`config.mk`:
```
export PLATFORM = sky130hd
export DESIGN_NAME = sdram_arb
export DESIGN_NICKNAME = d
export VERILOG_FILES = /design/src/rtl/sdram_arb_pkg.sv /design/src/rtl/sdram_arb_wdog.sv /design/src/rtl/sdram_arb.sv
export SDC_FILE = /design/constraint.sdc
export NUM_CORES = 1
export LEC_CHECK = 0
export ABC_AREA = 1
export BUFFER_PORTS_ARGS = -buffer_cell sky130_fd_sc_hd__buf_2
export CAP_MARGIN = 20
export CELL_PAD_IN_SITES_DETAIL_PLACEMENT = 1
export CELL_PAD_IN_SITES_GLOBAL_PLACEMENT = 1
export CORE_ASPECT_RATIO = 0.6
export CORE_MARGIN = 1.5
export CORE_UTILIZATION = 33
export CTS_BUF_LIST = sky130_fd_sc_hd__clkbuf_4
export DETAILED_ROUTE_END_ITERATION = 6
export PLACE_DENSITY = 0.9
export SLEW_MARGIN = 20
export SYNTH_ARGS = -nofsm -noshare
export SYNTH_HDL_FRONTEND = slang
export SYNTH_SLANG_ARGS = --single-unit
```
`constraint.sdc`:
```
create_clock -name clk -period 2.35 [get_ports clk]
set_input_delay 0.47 -clock clk [delete_from_list [all_inputs] [get_ports clk]]
set_output_delay 0.47 -clock clk [all_outputs]
set_load 0.005 [all_outputs]
```
`src/rtl/sdram_arb_pkg.sv`:
```
// Shared SDRAM parameters: address geometry, arbiter defaults, state encoding.
// Optional watchdog in the arbiter is enabled with SDRAM_ARB_TIMEOUT_EN.
package sdram_arb_pkg;

    localparam int SDRAM_BANK_W = 2;
    localparam int SDRAM_ROW_W  = 12;
    localparam int SDRAM_COL_W  = 9;

    localparam int ARB_ADDR_W  = SDRAM_BANK_W + SDRAM_ROW_W + SDRAM_COL_W;
    localparam int ARB_TIMEOUT = 511;

    typedef enum logic [1:0] {
        ARB_IDLE = 2'd0,
        ARB_REF  = 2'd1,
        ARB_WR   = 2'd2,
        ARB_RD   = 2'd3
    } arb_state_e;

endpackage

```
`src/rtl/sdram_arb_wdog.sv`:
```
// Transaction watchdog: counts busy cycles, flags expiry at LIMIT.
// Only instantiated when SDRAM_ARB_TIMEOUT_EN is defined.
module sdram_arb_wdog
    import sdram_arb_pkg::*;
#(
    parameter int LIMIT = ARB_TIMEOUT
) (
    input  logic clk,
    input  logic rst,
    input  logic run,
    input  logic clr,
    output logic expire
);

    localparam int CW = $clog2(LIMIT + 1);

    logic [CW-1:0] cnt;

    always_ff @(posedge clk) begin
        if (rst || !run || clr) begin
            cnt <= '0;
        end else begin
            cnt <= cnt + 1'b1;
        end
    end

    // Fires on the LIMIT-th busy cycle unless the command finishes then.
    assign expire = run && !clr && (cnt == CW'(LIMIT - 1));

endmodule

```
`src/rtl/sdram_arb.sv`:
```
// SDRAM command arbiter: refresh first, then round-robin read/write.
// Define SDRAM_ARB_TIMEOUT_EN for the watchdog and sticky arb_err output.
module sdram_arb
    import sdram_arb_pkg::*;
#(
    parameter int ADDR_W  = ARB_ADDR_W,
    parameter int TIMEOUT = ARB_TIMEOUT
) (
    input  logic              clk,
    input  logic              rst,
    input  logic              init_done,
    input  logic              wr_req,
    input  logic [ADDR_W-1:0] wr_addr,
    input  logic              rd_req,
    input  logic [ADDR_W-1:0] rd_addr,
    output logic              wr_ack,
    output logic              rd_ack,
    input  logic              sdram_ref_req,
    input  logic              ref_domain,
    output logic              sdram_ref_ack,
    output logic              ref_start,
    output logic              sdram_wr_req,
    output logic              sdram_rd_req,
    output logic [ADDR_W-1:0] sdram_addr,
    input  logic              cmd_done,
    output logic              busy
`ifdef SDRAM_ARB_TIMEOUT_EN
    , output logic            arb_err
`endif
);

    arb_state_e state;
    logic       rr_wr;
    logic       rw_ok;
    logic       pick_wr;
    logic       expire;

    assign busy    = (state != ARB_IDLE);
    assign rw_ok   = !ref_domain;
    assign pick_wr = wr_req && (!rd_req || rr_wr);

`ifdef SDRAM_ARB_TIMEOUT_EN
    sdram_arb_wdog #(
        .LIMIT (TIMEOUT)
    ) u_wdog (
        .clk    (clk),
        .rst    (rst),
        .run    (busy),
        .clr    (cmd_done),
        .expire (expire)
    );

    always_ff @(posedge clk) begin
        if (rst) begin
            arb_err <= 1'b0;
        end else if (expire) begin
            arb_err <= 1'b1;
        end
    end
`else
    // No watchdog: owner states wait for cmd_done forever.
    assign expire = (TIMEOUT < 0);
`endif

    always_ff @(posedge clk) begin
        if (rst) begin
            state         <= ARB_IDLE;
            rr_wr         <= 1'b1;
            wr_ack        <= 1'b0;
            rd_ack        <= 1'b0;
            sdram_ref_ack <= 1'b0;
            ref_start     <= 1'b0;
            sdram_wr_req  <= 1'b0;
            sdram_rd_req  <= 1'b0;
            sdram_addr    <= '0;
        end else begin
            wr_ack        <= 1'b0;
            rd_ack        <= 1'b0;
            sdram_ref_ack <= 1'b0;
            unique case (state)
                ARB_IDLE: begin
                    if (!init_done) begin
                        state <= ARB_IDLE;
                    end else if (sdram_ref_req) begin
                        state         <= ARB_REF;
                        sdram_ref_ack <= 1'b1;
                        ref_start     <= 1'b1;
                    end else if (rw_ok && pick_wr) begin
                        state        <= ARB_WR;
                        wr_ack       <= 1'b1;
                        sdram_wr_req <= 1'b1;
                        sdram_addr   <= wr_addr;
                        rr_wr        <= !rr_wr;
                    end else if (rw_ok && rd_req) begin
                        state        <= ARB_RD;
                        rd_ack       <= 1'b1;
                        sdram_rd_req <= 1'b1;
                        sdram_addr   <= rd_addr;
                        rr_wr        <= !rr_wr;
                    end
                end
                ARB_REF, ARB_WR, ARB_RD: begin
                    if (cmd_done || expire) begin
                        state        <= ARB_IDLE;
                        ref_start    <= 1'b0;
                        sdram_wr_req <= 1'b0;
                        sdram_rd_req <= 1'b0;
                    end
                end
            endcase
        end
    end

endmodule

```
==> flow_summary.toml <==
[synthesis]
synth.ff_latch_count = 32
syn-num-nets = 333
sequential_area_share_after_synthesis_pct = 37.5
post_synthesis_compound_gate_area_fraction_pct = 2.27
synthXorXnorAreaFrac_pct = 0
synthSimpleGateAreaFrac_pct = 48.0
synth.area.mux_share_pct = 0
postSynthCellCount = 279
largest_family_of_logic_cells_by_synthesized_area = "simple AND/OR/NAND/NOR gates"
ys_warn_count = 0
ys_types = 21
syn_area_per_cell_um2 = 6.12
synth-adder-area-share_pct = 0
mappedNetlistArea_mm2 = 0.00171

[clock_network]
cts_num_sinks = 32
clock_path_buffers = 2
cts-buffers-inserted = 5
worstSkewPairLatency_ps = 320
cts.hold.buffers_added = 0
cts_repair_resize_count = 0
cts_root_buf = "sky130_fd_sc_hd__clkbuf_4"
clkSlewWorstSetupHoldPaths_ps = 100
cts_htree_levels = 2
cts_tree = "built"
post_cts_buffers = 0

[sta]
tightest_slew_ps = 471
finalMaxSlewViolations = 0
setup_viol_count_final = 0
clk_skew_ps = 10.6
layout_setup_ws_ps = 924
tns_ps = 0
maximum_achievable_frequency_ghz = 0.701
timing.max_slew.rel_slack_pct = 68.4
finalWorstPathRequiredPeriod_ps = 1430
finalHoldViolCount = 0
setup_repair_after_global_routing_missed_its_margin = "no"
post-route-period-util_pct = 60.7

[worst_setup_path]
worstPathRequired_ps = 1880
arrival_ps = 960
critical_path.reg2reg.startpoint = "rr_wr"
crit_chain = "inv_1 -> nand2_2 -> buf_2"
crit_path_start = "state[0]"
critPathBufInv = 2
crit_path_max_incr_delay_ps = 350
path_max_fanout = 3
end_kind = "output pin"
critical-path-slowest-cell = "sky130_fd_sc_hd__dfxtp_1"
path_delay_family = "flip-flops"
criticalPathCategory = "flop to output pin"
cp-start-kind = "flop"

[die]
num_io_pins = 84
die_area_mm2 = 0.00563
design.core.area_mm2 = 0.00503
row_count = 20
starting_density_of_the_core_pct = 33.9
dieWidth_um = 95.8
dieHeight_um = 58.7

[job]
maxCapViolCount = 0

[pwr]
power.leakage_nw = 1.30
power_per_cell_area_mw_per_mm2 = 513
irDropWorstVdd_uv = 160

[route]
avgViaCountPerCell = 4.33
route.antenna.remaining_nets = 0
avgRoutedWirePerCell_um = 11.0
drt_iter0_markers = 36
post-route-drc-count = 0
dr.pass1.iters = 4
totalWireLength_um = 4690
detailroute.via_count = 1851

[placement]
dp_hpwl_um = 3700
place_ws_ps = 599
port-buffer-count = 83
gp_congestion = 0.764

[layout]
area_growth_pct = 29.6
antennaDiodeCount = 0
finalNetCount = 415
post_route_cells_drive_above_1_share_pct = 34.1

[global_routing]
via_count_of_the_first_global_routing_pass = 1713
grt_antenna_before_repair = 0
grt_max_degree = 49
overflow = 0
gr-usage-all-layers_pct = 17.8
wire_length_of_the_first_global_routing_pass_um = 7670

[hold_path]
hold_path_startpoint = "sdram_ref_req"
hold_class = "input port to flop"

[status]
outcome = "finished clean"
-- layout by cell type (no fill, tap or decap), drive strengths merged --
cell    count
nand4       1
nor4        1
o21ai       3
dfxtp      32
inv        33
buf        86
nor2       53
nand3       4
a21oi       4
clkbuf      5
or2         1
clkinv      3
nand2     135
-- final cells by class --
type                       instances  area [µm²]
fill                             716        2820
multi-input combinational        202         866
sequential                        32         641
timing repair buffer              86         450
inverter                          34         128
tap                               66        82.6
clock buffer                       5        37.5
clock inverter                     2        7.51
-- kinds of logic after synthesis --
group	after synthesis
AND/OR/NAND/NOR	195
buffers and inverters	45
flip-flops	32
AO/OA/AOI/OAI	7
-- routing by layer --
| layer | routed length (µm) | GRT usage (%) |
|---|---|---|
| met1 | 2250 | 22.9 |
| met2 | 2080 | 28.8 |
| met3 | 351 | 6.20 |
| met4 | 15 | 3.78 |
| met5 | 0 | 0 |
-- cell usage after synthesis --
cell                       instances  area (µm²)
sky130_fd_sc_hd__nand2_2           4        25.0
sky130_fd_sc_hd__dfxtp_1          32         641
sky130_fd_sc_hd__buf_8             1        15.0
sky130_fd_sc_hd__buf_2             4        20.0
sky130_fd_sc_hd__buf_4             2        15.0
sky130_fd_sc_hd__buf_6             2        22.5
sky130_fd_sc_hd__inv_1            29         109
sky130_fd_sc_hd__nor2_2           20         125
sky130_fd_sc_hd__nor2_4            2        22.5
sky130_fd_sc_hd__o21ai_0           2        10.0
sky130_fd_sc_hd__or2_2             1        6.26
sky130_fd_sc_hd__inv_2             4        15.0
sky130_fd_sc_hd__a21oi_1           4        20.0
sky130_fd_sc_hd__clkbuf_1          2        7.51
sky130_fd_sc_hd__nor2_1           31         116
sky130_fd_sc_hd__clkinv_1          1        3.75
sky130_fd_sc_hd__nand4_1           1        6.26
sky130_fd_sc_hd__nand3_1           4        20.0
sky130_fd_sc_hd__o21ai_2           1        8.76
sky130_fd_sc_hd__nor4_1            1        6.26
sky130_fd_sc_hd__nand2_1         131         492
-- where the power goes --
part,internal [mW],leakage [nW],switching (mW)
registers,0.573,0.261,0.0145
clock network,0.104,0.0261,0.180
logic,0.113,1.01,0.151
-- path summary, 6_finish.rpt --
check / endpoint / slack (ps) / cells past startpoint
worst max-delay path: busy / 920 / 3
worst min-delay path: rd_ack / 350 / 2
worst max register to register: sdram_addr[4] / 930 / 8
worst min register to register: sdram_rd_req / 470 / 2
-- worst reg2reg max path, cell delays in order, from the launching register on --
cell	delay, ps
sky130_fd_sc_hd__dfxtp_1	340
sky130_fd_sc_hd__inv_1	60
sky130_fd_sc_hd__nand2_1	90
sky130_fd_sc_hd__nand2_2	180
sky130_fd_sc_hd__inv_2	380
sky130_fd_sc_hd__nand2_1	120
sky130_fd_sc_hd__nand2_1	90
sky130_fd_sc_hd__nor2_2	40
sky130_fd_sc_hd__nor2_2	70
-- registers in the layout (all words and copies together) (netlist names) --
signal and flops:
rr_wr 1, sdram_wr_req 1, wr_ack 1, ref_start 1
rd_ack 1, sdram_rd_req 1, state 2, sdram_ref_ack 1
sdram_addr 23
-- stage by stage --
step | instance area, µm² | util [%] | cells | total power [mW] | hold WS [ps]
floorplan | 1710 | - | 279 | 0.760 | 426
global placement | 2170 | 43.1 | 420 | 0.859 | 443
detailed placement | 2170 | 43.1 | 420 | 0.868 | 458
CTS | 2210 | 44.0 | 427 | 1.16 | 334
global route | 2210 | 44.0 | 427 | 1.23 | 314
finish | 2210 | 44.0 | 427 | 1.14 | 349
(Power assumes the default switching activity.)
